--- config.mk ---
export PLATFORM = sky130hd
export DESIGN_NAME = seq_array_mult
export DESIGN_NICKNAME = d
export VERILOG_FILES = /design/src/rtl/seq_array_mult.sv
export SDC_FILE = /design/constraint.sdc
export NUM_CORES = 1
export LEC_CHECK = 0
export CORE_AREA = 5 5 72 61
export CTS_CLUSTER_SIZE = 25
export DETAILED_ROUTE_END_ITERATION = 7
export DIE_AREA = 0 0 77 66
export PLACE_DENSITY = 0.8
export SLEW_MARGIN = 5
export SYNTH_ARGS = -nofsm -noshare
export SYNTH_HDL_FRONTEND = slang
export SYNTH_SLANG_ARGS = --single-unit
--- constraint.sdc ---
create_clock -name clk -period 2.3 [get_ports clk]
set_input_delay 0.23 -clock clk [delete_from_list [all_inputs] [get_ports clk]]
set_output_delay 0.23 -clock clk [all_outputs]
set_load 0.01 [all_outputs]
--- src/rtl/seq_array_mult.sv ---
`default_nettype none
// +--------------------------------------------------------------------------+
// | seq_array_mult : sequential shift-and-add unsigned multiplier, one       |
// |                  partial-product row per clock, start/done handshake.    |
// | Option macro   : MULT_ACCUM_EN (multiply-accumulate into s)              |
// | Revision       : 1.0  initial release                                    |
// +--------------------------------------------------------------------------+
module seq_array_mult #(
  parameter int N = 4
) (
  input  logic           clk,
  input  logic           rst,
  input  logic           start,
  input  logic [N-1:0]   a,
  input  logic [N-1:0]   b,
  input  logic           acc_clr,
  output logic           busy,
  output logic           done,
  output logic [2*N-1:0] s
);

  localparam int            CW     = $clog2(N + 1);
  localparam int            PW     = 2 * N;
  localparam logic [CW-1:0] C_LAST = CW'(N - 1);
  localparam logic [CW-1:0] C_ONE  = CW'(1);

  typedef enum logic [1:0] {
    S_IDLE = 2'd0,
    S_RUN  = 2'd1,
    S_DONE = 2'd2
  } state_t;

  state_t          state_q;
  logic [N-1:0]    mcand_q;
  logic [N-1:0]    mplier_q;
  logic [PW-1:0]   part_q;
  logic [PW-1:0]   part_d;
  logic [PW-1:0]   row;
  logic [CW-1:0]   cnt_q;
  logic            busy_q;
  logic            done_q;
  logic [PW-1:0]   s_q;
  logic [PW-1:0]   s_d;
  logic            last;

  assign last   = (state_q == S_RUN) && (cnt_q == C_LAST);
  assign row    = mplier_q[0] ? ({{N{1'b0}}, mcand_q} << cnt_q) : '0;
  assign part_d = part_q + row;

`ifdef MULT_ACCUM_EN
  // Clear and completion on the same edge: clear first, then add this product.
  always_comb begin
    s_d = s_q;
    if (last) begin
      s_d = acc_clr ? part_d : (s_q + part_d);
    end else if (acc_clr) begin
      s_d = '0;
    end
  end
`else
  logic unused_acc_clr;
  assign unused_acc_clr = acc_clr;

  always_comb begin
    s_d = s_q;
    if (last) begin
      s_d = part_d;
    end
  end
`endif

  always_ff @(posedge clk or posedge rst) begin
    if (rst) begin
      state_q  <= S_IDLE;
      mcand_q  <= '0;
      mplier_q <= '0;
      part_q   <= '0;
      cnt_q    <= '0;
      busy_q   <= 1'b0;
      done_q   <= 1'b0;
      s_q      <= '0;
    end else begin
      done_q <= 1'b0;
      s_q    <= s_d;
      case (state_q)
        S_IDLE, S_DONE: begin
          if (start) begin
            state_q  <= S_RUN;
            busy_q   <= 1'b1;
            mcand_q  <= a;
            mplier_q <= b;
            part_q   <= '0;
            cnt_q    <= '0;
          end else begin
            state_q <= S_IDLE;
            busy_q  <= 1'b0;
          end
        end
        S_RUN: begin
          // Fixed N iterations; no early exit when the multiplier runs out of ones.
          part_q   <= part_d;
          mplier_q <= mplier_q >> 1;
          cnt_q    <= cnt_q + C_ONE;
          if (last) begin
            state_q <= S_DONE;
            busy_q  <= 1'b0;
            done_q  <= 1'b1;
          end
        end
        default: begin
          state_q <= S_IDLE;
          busy_q  <= 1'b0;
        end
      endcase
    end
  end

  assign busy = busy_q;
  assign done = done_q;
  assign s    = s_q;

endmodule
`default_nettype wire

==> results.cfg, run 1 <==
[power]
cellLeakagePower_nw = 1.073
power_mw = 3.124
peakVddDrop_uv = 699.6
powerDensity_nw_per_um2 = 1350

[die]
initial_core_util = 0.4679
die_x_um = 77
core_area_um2 = 3628
rows = 20
die-area_um2 = 5082
ios = 22
die_h_um = 66

[run]
drv_cap = 0

[place]
hpwl_um = 2747
placed_cell_area_um2 = 2098
place_ws_ns = -0.1053
io_buffers = 20
place_congestion = 0.8490

[yosys]
synth_fp_nets = 195
synth.area.top_cells = dfrtp_1 (46%), ha_1 (6.6%), nand2_1 (5.3%), o21ai_1 (4.7%), mux2_1 (4.6%)
synth_area_per_cell_um2 = 9.814
synth_common_cells = dfrtp_1 (31), nand2_1 (24), o21ai_1 (16), ha_1 (9), nor2_1 (8)
async_flop_share = 1.000
yosysMostFrequentCell = dfrtp_1
postSynthCellCount = 173
synth.distinct_cells = 38
ys_warn_count = 0
synth_ff_type = dfrtp_1
synth_top_area_cell = dfrtp_1
ys_ff_latch = 31
synth_top_cell_area_share = 0.4569
ys_seq_area_frac = 0.4569
syn-cell-area_um2 = 1698
synth_edf_count = 0

[global_route]
grtUsageTotal = 0.1721
grt_max_degree = 32
grt_pass1_vias = 1475
antenna_found_initial = 0
overflow = 0
grt_pass1_wl_um = 6817

[timing]
setup_violations = 8
worst_pin_slew_ns = 0.6015
hold_slack_ns = 0.3199
finClkSkew_ns = 0.004313
min_period_over_period = 1.028
slew_violations = 0
setup_slack_ns = -0.06457
min_period_ns = 2.365
rsz0062_at_grt = true
hold_viol_final = 0
timing.slew.headroom = 0.5975
max_clock_freq_mhz = 422.9

[cells_and_area]
fin_util = 0.6379
design_area_um2 = 2315
area_growth_pct = 36.33
diodes = 0
drive_gt1_frac = 0.2431
nets = 239

[setup_path]
worstSetupEndpointType = flip-flop
cp_max_fo = 5
cp.required_ns = 2.52
rr_worst_depth = 7
r2r_end = part_q[6]$_DFFE_PP0P_
path_class = flip-flop to flip-flop
startpoint_type = flip-flop
crit_arrival_ns = 2.58
rrSetupSlack_ns = -0.06
endpoint = part_q[6]$_DFFE_PP0P_
startpoint = cnt_q[1]$_DFFE_PP0P_
worstReg2RegStart = cnt_q[1]$_DFFE_PP0P_

[outcome]
violations = setup timing
status = complete, but fails checks

[clocking]
clkTransAtPathRegs_ns = 0.06
htreeDepth = 2
cts_tree = yes
clkLatencyLatePin_ns = 0.29
cts_sinks = 31
clock-root-buffer = clkbuf_8
clk_path_buf_depth = 2
cts_buffers = 5

[drt]
num_vias = 1414
firstDrtPassIters = 4
vias_per_cell = 5.397
drcViolationCount = 0
detail-route-antenna-nets = 0
drtIter0Drc = 129
drt-total-wl_um = 3997
post_drt_wl_per_cell_um = 15.26

[min_path]
hold_path_class = input port to asynchronous set/reset pin
[layout make-up]
type	instances	area (µm²)
Sequential cell	31	777.0
Fill cell	265	1314
Inverter	10	37.54
Clock buffer	8	100.1
Tap cell	44	55.05
Timing Repair Buffer	44	387.9
Multi-Input combinational cell	125	957.2
[registers in the layout, summed over array words and instances, names as in the netlist]
signal,flops
part_q,8
s,8
cnt_q,3
state_q,2
done,1
mcand_q,4
mplier_q,4
busy,1
[metrics by stage]
| stage | cells | TNS, ns |
|---|---|---|
| finish | 262 | -0.2836 |
| global route | 262 | -1.300 |
| global placement | 251 | -0.5337 |
| floorplan | 173 | 0 |
| detailed placement | 251 | -0.6109 |
| CTS | 261 | -0.2077 |
[where the power goes]
group | leakage [nW] | switching, mW | internal, mW
Clock | 0.0515 | 0.196 | 0.273
Combinational | 0.627 | 0.842 | 0.859
Sequential | 0.394 | 0.182 | 0.773
Total | 1.07 | 1.22 | 1.90
[cell usage in the layout, fill, tap and decap left out, types with 2 or more instances in the layout]
cell and count:
a21oi_2 2, nand2b_1 3, o21ai_1 15, xnor2_1 2, clkdlybuf4s50_1 20, mux2_1 7, mux2i_1 5, nor2b_1 3
inv_1 7, dfrtp_1 30, nor2_1 7, buf_4 22, o21ai_0 2, nand2_1 23, nand3_1 5, or4_1 2
nor3_1 5, a22o_1 5, xor2_2 2, clkbuf_8 7, buf_6 2, inv_2 3, a21o_1 3, ha_1 8
[worst min path at each step]
stage / start / to / slack [ns] / depth (start not counted)
2_1_floorplan: rst / busy$_DFFE_PP0P_ / 0.33 / 1
5_1_grt: rst / mplier_q[2]$_DFFE_PP0P_ / 0.39 / 3
3_5_place_dp: s[3]$_DFFE_PP0P_ / s[3]$_DFFE_PP0P_ / 0.47 / 2
6_report: rst / mplier_q[2]$_DFFE_PP0P_ / 0.32 / 3
3_3_place_gp: mplier_q[2]$_DFFE_PP0P_ / mplier_q[1]$_DFFE_PP0P_ / 0.46 / 2
4_1_cts: rst / mplier_q[2]$_DFFE_PP0P_ / 0.33 / 3
[metal layers]
layer  vias to the layer above  part of all wire  global-route usage
met2                        34              0.50              0.2828
met3                         7             0.038             0.03406
li1                        689                 -                   -
met1                       684              0.45              0.2144
met4                         0             0.020             0.09227
met5                         -                 0                   0
[kinds of logic (layout without fill, tap and decap cells)]
kind of cell    after synthesis  in the layout  synth area share
flops                        31             31            0.4569
compound gates               37             37            0.1363
xor+xnor                      5              5           0.02580
mux                          14             14           0.09507
fa+ha+maj                    10             10           0.07812
buf+inv                      17             62           0.03906
simple gates                 59             59            0.1688
[worst max-delay path: stages, from the launching register on]
cell	delay (ns)
dfrtp_2	0.43
mux4_2	0.54
and3_4	0.20
ha_1	0.36
o21ai_2	0.11
a21oi_2	0.10
or4_1	0.48
nand3_1	0.09
[timing repair]
item | 4_1_cts | 5_1_grt
pin swaps | 6 | 9
buffers inserted | 2 | 1
hold buffers | 0 | 0
gates resized for setup | 9 | 11
setup endpoints to repair | 8 | 9
Note: power is estimated with default switching activity, not from simulation.
==> run 2, diff against run 1 <==
Settings changed: CAP_MARGIN set to 20.
==> results of run 2 <==
The final DEF is identical to that of run 1; final timing and power are the same.
==> edit 1: new RTL, config.mk and constraints of run 1 <==
Take the reset off `s_q` and load it in a clocked block of its own.
--- a/src/rtl/seq_array_mult.sv
+++ b/src/rtl/seq_array_mult.sv
@@ -79,8 +79,6 @@
       busy_q   <= 1'b0;
       done_q   <= 1'b0;
-      s_q      <= '0;
     end else begin
       done_q <= 1'b0;
-      s_q    <= s_d;
       case (state_q)
         S_IDLE, S_DONE: begin
@@ -116,4 +114,8 @@
   end
 
+  always_ff @(posedge clk) begin
+    s_q <= s_d;
+  end
+
   assign busy = busy_q;
   assign done = done_q;
Behaviour: differs if rst is asserted again (counterexample within 10 cycles, from zero or initial values and one cycle with rst high); with rst held inactive, the same outputs for 10 cycles.
==> edit 1 against run 1 <==
- the run still ends with negative setup slack left
- cell area rose by 6.1%
- combinational power is 32% higher
- sequential share of layout area decreased by 0.25 points
- worst setup slack worse by 0.096 ns
- wire length up 9.9%
- sequential cell count unchanged
- utilization increased by 3.9 points
- clock skew up 0.0086 ns
- highest routed layer unchanged
- power rose by 18%
- sequential power is 7% higher
- largest cell class unchanged
- count of clock-buffer cells in the layout is 3 lower
- clock power fell by 7.9%
- critical endpoint unchanged
- synthesized area increased by 6.5%
==> edit 1: results (changes against run 1) <==
Timing
  – Fin Clk Skew: 0.01296 ns (+0.008649 ns)
  – Setup WS post-layout: -0.1605 ns (-0.09593 ns)
  – Final Setup Violations: 7 (-1)

Synth
  – Post-Syn Instances: 169 (-2.3%)
  – Net Count, Synth: 191 (-2.1%)
  – Ys async rst share: 74.19% (-26 points)
  – Count of cell types in the netlist: 43 (+13%)
  – Post-synth EDFFs: 8 (+8)
  – Adder-cell share of the synthesized area: 7.336% (-0.48 points)
  – Mux cell area share after synthesis: 11.28% (+1.8 points)
  – Synth cell count leaders: dfrtp_1, nor2_1
  – Register area share after synthesis: 45.12% (-0.57 points)

Setup path
  – CP Max Fanout: 6 (+1)
  – Crit path DAT: 2.69 ns (+0.11 ns)
  – CP max stage cell: or4_4

Placement
  – Inst Count DP: 250 (-0.40%)
  – RePlAce Congestion: 0.8530 (+0.47%)
  – Dpl hpwl: 2.849 mm (+3.7%)

Finish
  – Layout cells sized above 1: 33.64% (+9.3 points)
  – Nets: 241 (+0.84%)
  – Fillers: 250 (-5.7%)

Drt
  – Total wire length: 4.393 mm (+9.9%)
  – Drt initial violations: 120 (-7.0%)
  – Vias per Instance: 5.542 (+2.7%)
  – Vias: 1,463 (+3.5%)

Global route
  – Vias in the first global route: 1,549 (+5.0%)
  – Largest net degree at the start of global routing: 24 (-25%)

Clocking
  – CTS clk-pin slew, worst paths: 0.08 ns (+0.02 ns)

Run status
  – Outcome: finished, violations left
  – Failing checks: negative setup slack

Power
  – VDD IR-drop max: 0.8109 mV (+16%)
  – Leakage: 0.001069 uW (-0.35%)
  – Net Sw Frac: 38.87% (-0.16 points)
==> edit 1: final cells by class <==
| cell class | instances | share of cell area, % |
|---|---|---|
| clock buffers | 5 | 2.802 |
| clock inverters | 3 | 0.7641 |
| inverters | 10 | 1.630 |
| multi-input cells | 120 | 41.31 |
| flip-flops and latches | 31 | 33.32 |
| well taps | 44 | 2.241 |
| repair buffers | 51 | 17.93 |
==> edit 1: worst max-delay path: cells and delay by family, from the launching register on <==
kind / cells / cell delay, ns
compound gates: 3 / 0.43
fa+ha+maj: 1 / 0.30
flops: 1 / 0.46
mux: 1 / 0.29
simple gates: 5 / 0.89
==> edit 1: layer usage <==
layer	vias up	wire [um]	GRT usage (%)
li1	702	-	-
met1	708	1842	21.97
met2	43	2223	31.99
met3	10	249	4.632
met4	0	76	9.871
met5	-	0	0
==> edit 1: power groups by stage <==
stage	clock (uW)	combinational, uW	sequential [uW]
6_report	432	2240	1020
5_1_grt	464	2460	1040
4_1_cts	437	2130	1000
3_5_place_dp	0	1920	994
3_3_place_gp	0	1800	982
2_1_floorplan	0	1240	984
==> edit 1: logic make-up after synthesis <==
group / count (synthesis)
mux: 18
simple gates: 48
xor+xnor: 6
buf+inv: 18
compound gates: 38
flops: 31
fa+ha+maj: 10
==> edit 1: final timing paths <==
check / from / endpoint / slack, ns / depth (start not counted)
max: cnt_q[1] / part_q[6] / -0.16 / 10
min: rst / state_q[1] / 0.29 / 3
max reg2reg: cnt_q[1] / part_q[6] / -0.16 / 10
min reg2reg: busy / busy / 0.49 / 1
max in group asynchronous: rst / cnt_q[1] / 1.75 / 3
min in group clk: busy / busy / 0.49 / 1
==> edit 1: stage by stage <==
step	setup TNS (ns)	utilization, %	cell area, um^2	setup slack, ns	power (uW)
5_1_grt	-1.155	67.69	2456	-0.2165	3959
2_1_floorplan	0	-	1819	0.02065	2228
4_1_cts	-0.1780	66.86	2426	-0.07275	3565
3_5_place_dp	-0.9821	61.28	2223	-0.1830	2911
3_3_place_gp	-0.3969	61.28	2223	-0.1197	2783
6_report	-0.5233	67.69	2456	-0.1605	3690
==> edit 1: timing repair <==
| action | CTS | global route |
|---|---|---|
| setup endpoints to repair | 9 | 9 |
| pin swaps | 13 | 6 |
| gates resized for setup | 18 | 6 |
| setup buffers | 5 | 1 |
==> edit 2: new RTL, config.mk and constraints of run 1 <==
Made on the original files. Build with the macro `MULT_ACCUM_EN` defined.
--- a/src/rtl/seq_array_mult.sv
+++ b/src/rtl/seq_array_mult.sv
@@ -6,4 +6,6 @@
 // | Revision       : 1.0  initial release                                    |
 // +--------------------------------------------------------------------------+
+`define MULT_ACCUM_EN
+
 module seq_array_mult #(
   parameter int N = 4
Behaviour: not the same (Yosys sat finds a counterexample within 10 cycles, from zero or initial values and one cycle with rst high).
==> edit 2 against run 1 <==
- the flow still finishes with violations (negative setup slack)
- synthesized cell count is 33% higher
- worst setup slack worse by 1.4 ns
- synthesized area is 25% higher
- critical path depth is 11 higher
- count of clock-buffer cells in the layout stayed put
- sequential share of layout area is 12 points lower
- wire length is 130% higher
- maximum frequency is 38% lower
- sequential cell count is 1 lower
- die area stayed put
- cell area is 47% higher
Power is not compared: it rests on default switching activity, and its combinational part moved more than twofold at a synthesized area within 25%.
==> edit 2: results (changes against run 1) <==
Synth
  – Synth area leaders: dfrtp_1, ha_1, mux2i_1
  – Net Count, Synth: 260 (+33%)
  – Syn_area_per_cell: 9.204 um^2 (-6.2%)
  – Ys async rst share: 100.0% (unchanged)
  – Synth Area in Compound Gates: 17.38% (+3.7 points)
  – Adder-cell share of the synthesized area: 11.35% (+3.5 points)
  – Register area share after synthesis: 35.46% (-10 points)
  – Count of cell types in the netlist: 44 (+16%)
  – Yosys Warn Count: 0 (unchanged)
  – Xor and xnor area share after synthesis: 4.905% (+2.3 points)
  – Synth cell count leaders: dfrtp_1, nand2_1, inv_1
  – Mux cell area share after synthesis: 9.043% (-0.46 points)

Clocking
  – Total CTS buffers: 5 (unchanged)
  – Root buffer cell: clkbuf_8
  – Clock Tree Buf Depth: 2 (unchanged)

Run status
  – Outcome: finished, violations left
  – Failing checks: negative setup slack

Finish
  – Fillers: 99 (-63%)
  – Final Non-Filler Cells: 366 (+40%)
  – Nets: 351 (+47%)
  – Layout cells sized above 1: 47.20% (+23 points)
  – Diodes inserted: 0 (unchanged)
  – Register area: 752.0 um^2 (-3.2%)

Placement
  – Post-DP Area: 2914 um^2 (+39%)
  – Port buffer count: 21 (+5.0%)
  – Inst Count DP: 339 (+35%)
  – Dpl hpwl: 4.084 mm (+49%)
  – RePlAce Congestion: 0.8351 (-1.6%)

Drt
  – Drt initial violations: 325 (+150%)
  – Vias per Instance: 6.719 (+24%)
  – Pre-antenna DRT Iters: 5 (+1)
  – Total wire length: 9.182 mm (+130%)

Timing
  – Rel. slew slack: 56.07% (-3.7 points)
  – Setup TNS: -10.59 ns (-10.30 ns)
  – Setup WS post-layout: -1.492 ns (-1.428 ns)
  – Final Setup Violations: 14 (+6)
  – Hold slack: 0.3137 ns (-0.006182 ns)
  – Fin Clk Skew: 0.008269 ns (+0.003956 ns)

Setup path
  – Reg2reg path depth: 18 (+11)
  – R2R Path Start: cnt_q[0]
  – CP max stage cell: dfrtp_2
  – Reg-to-Reg End: s[7]
  – Crit path max-delay family: simple AND/OR/NAND/NOR gates
  – CP Max Fanout: 7 (+2)
  – Crit path largest cell delay: 0.47 ns (-0.07 ns)
  – Crit path DAT: 3.96 ns (+1.38 ns)

Global route
  – GR Util All Layers: 27.51% (+10 points)
  – Initial antenna violation count: 0 (unchanged)
  – Largest net degree at the start of global routing: 31 (-3.1%)
  – Vias in the first global route: 2,259 (+53%)
  – First-pass GRT wire length: 10.87 mm (+59%)

Power
  – Leakage: 0.001561 uW
  – VDD IR-drop max: 1.021 mV

Worst hold path
  – Min-delay worst type: primary input to async pin
-- edit 2: cell count changes after synthesis, sizes merged, moves of 4 or more --
cell / change
a21oi: +9
clkbuf: +4
ha: +7
inv: +7
nand2: -4
nor2: +6
o22ai: +8
xnor2: +5
-- edit 2: repair_timing --
item,in CTS,in global routing
resized for setup,23,38
setup endpoints to repair,13,14
cloned,0,0
pin swaps,10,21
buffers inserted,11,9
-- edit 2: worst max path at each step --
stage	startpoint	to	cells after the start
3_3_place_gp	cnt_q[0]	s[7]	16
5_1_grt	cnt_q[0]	s[7]	18
6_report	cnt_q[0]	s[7]	18
3_5_place_dp	cnt_q[0]	s[7]	16
4_1_cts	cnt_q[0]	s[7]	18
2_1_floorplan	cnt_q[0]	s[7]	19
-- edit 2: tightest hold or removal path, cell delays in order --
cell             delay, ns
clkdlybuf4s50_1       0.39
inv_1                 0.05
buf_4                 0.36
-- edit 2: per-stage QoR --
stage	setup WS [ns]	total power (uW)
global route	-1.617	6482
floorplan	-1.075	2842
CTS	-1.164	5059
global placement	-1.089	3941
finish	-1.492	6276
detailed placement	-1.199	4073
-- edit 2: cell type report --
cell class	instances	area share, %
clock buffer	8	3.231
inverter	17	2.019
multi-input combinational	173	47.28
sequential	30	22.06
tap	44	1.615
timing repair buffer	94	23.79
-- edit 2: metal layers --
| layer | vias up | GRT usage (%) | wire (um) |
|---|---|---|---|
| li1 | 995 | - | - |
| met1 | 1182 | 33.90 | 3408 |
| met2 | 223 | 44.49 | 4277 |
| met3 | 59 | 6.267 | 980 |
| met4 | 0 | 15.88 | 515 |
| met5 | - | 0 | 0 |
-- edit 2: report_power, final --
part           leakage (uW)  total (uW)  switching, uW  internal [uW]
clock network     0.0000575         532            230            302
registers          0.000387         986            256            730
logic               0.00112        4760           2270           2480
